[src/rtl/rv32i_pkg.sv]
// Shared types for the rv32i ROM fetch path: cache key layout, cache ops, fetch FSM states.
package rv32i_pkg;

    localparam int unsigned XLEN       = 32;
    localparam int unsigned WORD_AW    = XLEN - 2;
    localparam int unsigned INDEX_W    = 6;
    localparam int unsigned TAG_W      = WORD_AW - INDEX_W;

    localparam logic [XLEN-1:0] RV32I_NOP = 32'h0000_0013;

    // Direct-mapped cache lookup key, taken from the word address
    typedef struct packed {
        logic [TAG_W-1:0]   tag;
        logic [INDEX_W-1:0] index;
    } rv32i_rom_cache_key_s;

    typedef enum logic [1:0] {
        CACHE_NONE  = 2'd0,
        CACHE_LOAD  = 2'd1,
        CACHE_STORE = 2'd2
    } cache_op_e;

    typedef enum logic [1:0] {
        IDLE    = 2'd0,
        MEM_REQ = 2'd1,
        FILL    = 2'd2
    } fetch_state_e;

    // Split a word address into {tag, index}
    function automatic rv32i_rom_cache_key_s key_of(input logic [WORD_AW-1:0] waddr);
        return rv32i_rom_cache_key_s'(waddr);
    endfunction

endpackage

[src/rtl/sat_counter.sv]
// Saturating event counter; holds at all-ones instead of wrapping.
module sat_counter #(
    parameter int unsigned WIDTH = 32
) (
    input  logic             clk,
    input  logic             reset_n,
    input  logic             inc,
    output logic [WIDTH-1:0] count
);

    // Increment on each event until the counter is full
    always_ff @(posedge clk or negedge reset_n) begin
        if (!reset_n) begin
            count <= '0;
        end else if (inc && (count != {WIDTH{1'b1}})) begin
            count <= count + WIDTH'(1);
        end
    end

endmodule

[src/rtl/rom_fetch_unit.sv]
// Instruction-fetch front end: zero-latency hits from rom_cache, ROM refill over req/ack on a miss.
module rom_fetch_unit
    import rv32i_pkg::*;
#(
    parameter logic [31:0] ROM_BASE = 32'h0000_0000,
    parameter logic [31:0] ROM_SIZE = 32'h0001_0000
) (
    input  logic                 clk,
    input  logic                 reset_n,
    input  logic                 fetch_valid,
    input  logic [31:0]          fetch_addr,
    output logic                 fetch_ready,
    output logic                 instr_valid,
    output logic [31:0]          instr,
    output logic                 instr_fault,
    input  logic                 flush,
    output rv32i_rom_cache_key_s cache_key,
    output cache_op_e            cache_op,
    output logic [31:0]          cache_wdata,
    input  logic                 cache_hit,
    input  logic [31:0]          cache_rdata,
    output logic                 mem_req,
    output logic [31:0]          mem_addr,
    input  logic                 mem_ack,
    input  logic [31:0]          mem_rdata,
    output logic [31:0]          hit_count,
    output logic [31:0]          miss_count
);

    fetch_state_e        state_q, state_d;
    logic [WORD_AW-1:0]  addr_q;
    logic [31:0]         data_q;
    logic                drop_q, drop_d;
    logic                latch_addr, latch_data;
    logic                hit_inc, miss_inc;
    logic                fault;

    // Misaligned or outside [ROM_BASE, ROM_BASE+ROM_SIZE); unsigned wrap covers addresses below base
    assign fault = (fetch_addr[1:0] != 2'b00) || ((fetch_addr - ROM_BASE) >= ROM_SIZE);

    assign mem_addr    = {addr_q, 2'b00};
    assign cache_wdata = data_q;

    // State and datapath registers; reset abandons any outstanding ROM read
    always_ff @(posedge clk or negedge reset_n) begin
        if (!reset_n) begin
            state_q <= IDLE;
            addr_q  <= '0;
            data_q  <= '0;
            drop_q  <= 1'b0;
        end else begin
            state_q <= state_d;
            drop_q  <= drop_d;
            if (latch_addr) addr_q <= fetch_addr[31:2];
            if (latch_data) data_q <= mem_rdata;
        end
    end

    // Next state, cache/ROM controls and the same-cycle fetch response
    always_comb begin
        state_d     = state_q;
        drop_d      = drop_q;
        latch_addr  = 1'b0;
        latch_data  = 1'b0;
        hit_inc     = 1'b0;
        miss_inc    = 1'b0;
        fetch_ready = 1'b0;
        instr_valid = 1'b0;
        instr       = '0;
        instr_fault = 1'b0;
        mem_req     = 1'b0;
        cache_op    = CACHE_NONE;
        cache_key   = key_of(addr_q);

        case (state_q)
            IDLE: begin
                cache_key = key_of(fetch_addr[31:2]);
                drop_d    = 1'b0;
                if (fetch_valid && !flush) begin
                    if (fault) begin
                        fetch_ready = 1'b1;
                        instr_valid = 1'b1;
                        instr_fault = 1'b1;
                        instr       = RV32I_NOP;
                    end else begin
                        cache_op = CACHE_LOAD;
                        if (cache_hit) begin
                            fetch_ready = 1'b1;
                            instr_valid = 1'b1;
                            instr       = cache_rdata;
                            hit_inc     = 1'b1;
                        end else begin
                            latch_addr = 1'b1;
                            miss_inc   = 1'b1;
                            state_d    = MEM_REQ;
                        end
                    end
                end
            end
            MEM_REQ: begin
                mem_req = 1'b1;
                if (flush) drop_d = 1'b1;
                if (mem_ack) begin
                    latch_data = 1'b1;
                    state_d    = FILL;
                end
            end
            FILL: begin
                cache_op = CACHE_STORE;
                state_d  = IDLE;
                drop_d   = 1'b0;
                if (!drop_q && !flush) begin
                    fetch_ready = 1'b1;
                    instr_valid = 1'b1;
                    instr       = data_q;
                end
            end
            default: begin
                state_d = IDLE;
                drop_d  = 1'b0;
            end
        endcase
    end

    sat_counter #(.WIDTH(32)) u_hit_counter (
        .clk     (clk),
        .reset_n (reset_n),
        .inc     (hit_inc),
        .count   (hit_count)
    );

    sat_counter #(.WIDTH(32)) u_miss_counter (
        .clk     (clk),
        .reset_n (reset_n),
        .inc     (miss_inc),
        .count   (miss_count)
    );

endmodule

[config.mk]
export PLATFORM = sky130hd
export DESIGN_NAME = rom_fetch_unit
export DESIGN_NICKNAME = d
export VERILOG_FILES = /design/src/rtl/rv32i_pkg.sv /design/src/rtl/sat_counter.sv /design/src/rtl/rom_fetch_unit.sv
export SDC_FILE = /design/constraint.sdc
export NUM_CORES = 1
export LEC_CHECK = 0
export CAP_MARGIN = 20
export CORE_MARGIN = 2
export CORE_UTILIZATION = 33
export CTS_BUF_LIST = sky130_fd_sc_hd__clkbuf_16
export DETAILED_ROUTE_END_ITERATION = 16
export GPL_TIMING_DRIVEN = 0
export PLACE_DENSITY = 0.67
export SKIP_LAST_GASP = 1
export SLEW_MARGIN = 25
export SYNTH_ARGS = -nofsm -noshare
export SYNTH_HDL_FRONTEND = slang
export SYNTH_SLANG_ARGS = --single-unit
export TNS_END_PERCENT = 1
[constraint.sdc]
create_clock -name clk -period 2.55 [get_ports clk]
set_clock_uncertainty 0.2 [all_clocks]
set_input_delay 0.3825 -clock clk [delete_from_list [all_inputs] [get_ports clk]]
set_output_delay 0.3825 -clock clk [all_outputs]
set_load 0.01 [all_outputs]
# Word-level counts from Yosys, hierarchy flattened
# Cells that the tools add are included.
dict set report totals {
  regBits 129
  inputBits 102
  output_inout_bits 196
  word_cells 62
}
dict set report classes {
  n_addsub 2
  magnitude_cmp 1
  eq_ne 9
  n_mux 34
  reduce_logical 10
}
# operator n
set op_table {}
lappend op_table {{32-bit 2-to-1 mux} 4}
lappend op_table {{32-bit by 1-bit adder with 32-bit output (second input constant)} 2}
lappend op_table {{32-bit inequality test (second input constant)} 2}
lappend op_table {{32-bit one-hot mux with 2 select lines} 1}
lappend op_table {{32-bit by 17-bit >= comparator with 1-bit output (second input constant)} 1}
lappend op_table {{30-bit 2-to-1 mux} 1}
lappend op_table {{1-bit 2-to-1 mux} 21}
lappend op_table {{2-bit inequality test (second input constant)} 5}
lappend op_table {{2-bit 2-to-1 mux} 4}
lappend op_table {{2-bit one-hot mux with 2 select lines} 2}
lappend op_table {{1-bit logical AND} 4}
lappend op_table {{4-bit AND reduction} 1}
lappend op_table {{2-bit by 1-bit == test with 1-bit output (second input constant)} 1}
lappend op_table {{2-bit == test (second input constant)} 1}
lappend op_table {{1-bit logical NOT} 2}
lappend op_table {{2-bit logical NOT} 1}
lappend op_table {{1-bit one-hot mux with 2 select lines} 1}
lappend op_table {{2-bit nonzero test} 1}
lappend op_table {{1-bit logical OR} 1}

# Longest topological paths before layout
dict set report depth {
  depth_word 6
  ltp_mapped 8
  ltp_nobuf 6
}

# Cells and area by module
# Synthesis repeated with hierarchy kept, for this count alone.
dict set report unflattened {
  cells_unflattened 537
  area_unflattened_um2 6388.6
}
# mod instances cells_each area_per_inst_um2 seq_area_each_um2
set modules_own_cells {}
lappend modules_own_cells {sat_counter 2 151 1624.1 800.8}
lappend modules_own_cells {rom_fetch_unit 1 235 3140.5 1626.6}

# Worst setup path before layout
# OpenSTA, ideal clock, no wires.
dict set report synth_path {
  path_type {register to register}
  startpoint {register u_miss_counter.count[14]}
  endpoint {register u_miss_counter.count[31]}
  setup_time_ps 127
  t_arrival_ps 2069
  required_ps 2223
  setup_slack_ps 153
  stages_incl_launch_ff 6
  path_buffers 0
  path_cell_list {dfrtp_1 nand4_2 or4_4 or4_4 nor2_2 mux2_1}
}
dict set report synth_via {
  elab_chain_len 2
  elab_cells_between_ends 3
  classes_between {1 x add/sub; 1 x eq/ne; 1 x reduce/logical}
}
# element line
set synth_rtl {}
lappend synth_rtl {{start: declaration} sat_counter.sv:8} ;# output logic [WIDTH-1:0] count
lappend synth_rtl {{start signal: assignment} sat_counter.sv:16} ;# count <= count + WIDTH'(1);
lappend synth_rtl {{parallel branches: the longest is 2 deep, another holds 32-bit by 1-bit adder with 32-bit output} --}
# Parallel ways; which one is timed is not known.
# A chain may end at the register's enable or synchronous reset.

# Final worst setup path
dict set report layout_path {
  startpoint {input fetch_addr[1]}
  endpoint {output instr_valid}
}
dict set report layout_via {
  elab_chain_len 5
  elab_cells_between_ends 6
  classes_between {1 x order compare; 3 x mux; 2 x reduce/logical}
}
# element line
set layout_rtl {}
lappend layout_rtl {{start: declaration} rom_fetch_unit.sv:11} ;# input logic [31:0] fetch_addr,
lappend layout_rtl {{32-bit by 17-bit >= comparator with 1-bit output or 2-bit nonzero test (tied branches)} rom_fetch_unit.sv:39} ;# assign fault = (fetch_addr[1:0] != 2'b00) || ((fetch_addr - ROM_BASE) >= ROM_SIZE);
lappend layout_rtl {{1-bit logical OR *} rom_fetch_unit.sv:39}
lappend layout_rtl {{1-bit 2-to-1 mux *} rom_fetch_unit.sv:80} ;# if (fault) begin
lappend layout_rtl {{1-bit 2-to-1 mux *} rom_fetch_unit.sv:79} ;# if (fetch_valid && !flush) begin
lappend layout_rtl {{1-bit one-hot mux with 2 select lines *} rom_fetch_unit.sv:75} ;# case (state_q)
lappend layout_rtl {{end: declaration} rom_fetch_unit.sv:13} ;# output logic instr_valid,
# Every way passes the cells marked *; elsewhere a longest branch is shown, timed or not.

==> impl_metrics.py <==
metrics = {
    "clocking": {
        "cts_buffers": 17,
        "clockRootBuffer": "clkbuf_16",
        "insertion_delay_ps": 410,
        "cts_tree": "done",
        "clockBufferDepth": 2,
        "htreeDepth": 4,
        "numClockSinks": 129,
        "clkSlewWorstSetupHoldPaths_ps": 50,
    },
    "power_and_ir_drop": {
        "vdd_ir_drop_max_uv": 440,
        "p_leak_nw": 4.75,
        "power_density_mw_per_mm2": 495,
    },
    "routing": {
        "via_per_inst": 4.93,
        "wirelength_um": 21400,
        "drtIter0Drc": 265,
        "ant_nets": 0,
        "routed-via-count": 5834,
        "dr.pass1.iters": 5,
        "avgRoutedWirePerCell_um": 18.1,
        "post-route-drc-count": 0,
    },
    "place": {
        "placed_area_sq_mm": 0.00971,
        "portBuffers": 295,
        "place_congestion": 0.819,
        "post-place-ws_ps": -1770,
        "dp_hpwl_um": 15900,
    },
    "die": {
        "num_io_pins": 298,
        "core_sq_mm": 0.0189,
        "placementRows": 50,
        "die_area_sq_mm": 0.0205,
        "die-height_um": 143,
        "die_x_um": 143,
        "initial_core_util_pct": 33.9,
    },
    "yosys": {
        "synth_top_area_share_pct": 50.4,
        "yosys_most_used_dff": "dfrtp_1",
        "syn_inst": 580,
        "synth.distinct_cells": 46,
        "synth-edff-count": 0,
        "synth_area_leaders": "dfrtp_1 50%, mux2_2 12%, xnor2_1 6.0%",
        "synth_area_sq_mm": 0.00640,
        "ys_seq_area_share_pct": 50.4,
        "yosys.area.top_type": "dfrtp_1",
        "ys_ff_latch": 129,
        "async_reset_ff_share_pct": 100,
        "synth_area_per_cell_sq_um": 11.0,
        "yosys_warnings": 0,
    },
    "final_layout": {
        "syn_to_final_growth_pct": 64.7,
        "post-route-util_pct": 55.8,
        "drive_gt1_share_pct": 20.2,
        "layout.nets": 1013,
        "n_fill_cell": 1710,
        "final_cell_area_sq_mm": 0.0105,
    },
    "sta": {
        "rsz0062_at_grt": "true",
        "fmax_mhz": 366,
        "slew-limit-headroom_pct": 57.8,
        "fin_crit_sh_pct": 107,
        "hold_viol": 0,
        "postLayoutSetupSlackWorst_ps": -182,
        "min_period_ps": 2730,
        "final-setup-viol-count": 67,
        "drv_slew": 0,
        "max_slew.worst_pin.slew_ps": 628,
    },
    "setup_path": {
        "crit_family": "simple AND/OR/NAND/NOR gates",
        "r2r_slack_ps": -30,
        "cp_num_buf_inv": 3,
        "reg2regPathDepth": 8,
        "slowest_stage": "clkdlybuf4s50_1",
        "worstPathCellList": "clkdlybuf4s50_1 -> nor4_4 -> nand2_2 -> or2_4 -> nor2_1 -> o21bai_1 -> buf_4 -> clkdlybuf4s15_2",
        "cp.required_ps": 1970,
        "path_max_fanout": 4,
        "cpPeakStageDelay_ps": 450,
        "r2r-end": "u_hit_counter.count[12]",
        "r2r_start": "u_hit_counter.count[0]",
        "path_class": "input pin to output port",
        "startpoint_type": "input pin",
        "critPathCaptureType": "output port",
        "cp.arrival_ps": 2150,
    },
    "global_routing": {
        "grt_max_degree": 67,
        "grt_pass1_vias": 5659,
        "grt_first_pass_wirelength_um": 31600,
        "grt_antenna_before_repair": 2,
        "groute.usage.overall_pct": 20.2,
        "overflow": 0,
    },
    "hold_path": {
        "hold_depth": 3,
        "hold_class": "input pin to register",
        "hp-start": "flush",
        "hold_path_end": "drop_q",
    },
    "outcome": {
        "status": "finished, violations left",
        "violations": "setup timing",
    },
    "job": {
        "drv_cap": 0,
    },
}
cell families after synthesis:
group,after synthesis,share of synthesized area [%]
AO/OA/AOI/OAI,39,4.85
XOR/XNOR,57,7.80
adder cells (fa/ha/maj),2,0.391
buffers and inverters,39,2.76
flip-flops,129,50.4
multiplexers,68,11.9
other,1,0.0586
AND/OR/NAND/NOR,245,21.8
worst reg2reg max path: cells and delay by family (launching register included):
kind / cells / cell delay (ps)
and+or+nand+nor: 4 / 880
DFF: 1 / 420
buffers and inverters: 2 / 560
adders and majority gates: 1 / 230
xor gates and xnor gates: 1 / 170
final cells by class:
class	instances	area [sq um]	share of cell area, %
sequential	129	3230	30.7
multi-input combinational	413	3110	29.5
timing repair buffer	311	2990	28.3
clock buffer	17	425	4.04
tap	260	325	3.09
buffer	29	226	2.15
clock inverter	15	200	1.90
inverter	8	30.0	0.285
antenna	1	2.50	0.0237
metal layers:
layer | track usage, % | routed length (um)
met5 | 0 | 10
met4 | 5.21 | 262
met1 | 24.7 | 8710
met2 | 34.7 | 10700
met3 | 6.44 | 1770
cells in the mapped netlist, types with 8 or more instances:
cell      number
nor4_1        12
nand3_1       32
xnor2_1       44
clkbuf_1      20
and3_1        16
nand2_1       69
nor2_1        17
xor2_1        13
nor3_1        10
and2_1        21
mux2_2        66
nand4_1       30
dfrtp_1      129
a22o_1        29
inv_1          8
state kept, by name, summed over array words and instances (netlist names):
| register | count |
|---|---|
| cache_wdata | 32 |
| addr_q | 30 |
| state_q | 2 |
| drop_q | 1 |
| u_hit_counter.count | 32 |
| u_miss_counter.count | 32 |
cell usage in the layout (no fill, tap or decap), drive strengths merged, types with 9 or more instances in the layout:
master         instances
clkdlybuf4s50        244
dfrtp                129
nand2                 69
mux2                  67
buf                   54
xnor2                 44
clkbuf                39
nand3                 33
nand4                 31
a22o                  29
and2                  21
nor2                  18
and3                  16
nor4                  15
xor2                  13
nor3                  12
inv                   11
dlygate4sd2            9
where the power goes:
| group | total [mW] | switching (mW) | leakage, nW | internal [mW] |
|---|---|---|---|---|
| logic | 0.480 | 0.174 | 2.68 | 0.307 |
| clock network | 2.61 | 0.897 | 0.317 | 1.71 |
| registers | 2.13 | 0.0380 | 1.76 | 2.09 |
worst max-delay path by stage:
| stage | from | endpoint | slack, ps | depth (start not counted) |
|---|---|---|---|---|
| global placement | reset_n | cache_wdata[11] | -4470 | 1 |
| finish | fetch_addr[1] | instr_valid | -180 | 8 |
| CTS | state_q[0] | instr[26] | -230 | 7 |
| floorplan | u_miss_counter.count[14] | u_miss_counter.count[31] | 150 | 5 |
| detailed placement | fetch_addr[31] | instr[14] | -1770 | 7 |
| global route | state_q[1] | instr[26] | -260 | 7 |
what timing repair did:
item                                    4_1_cts  5_1_grt
endpoints found under the setup margin      160      152
pin swaps                                    11        7
hold buffers                                  1        0
endpoints found under the hold margin        65        0
buffers inserted                             11        0
cloned                                        3        0
gates resized for setup                     179       14
through the flow:
stage | instances | total power [mW] | TNS, ps | hold slack (ps)
5_1_grt | 1183 | 5.41 | -20730 | 184
3_3_place_gp | 1136 | 2.63 | -707350 | 277
6_report | 1183 | 5.22 | -8810 | 162
2_1_floorplan | 581 | 2.26 | 0 | -113
4_1_cts | 1182 | 5.27 | -15310 | 295
3_5_place_dp | 1137 | 2.64 | -131810 | 172
Power figures use the tool's default switching activity.
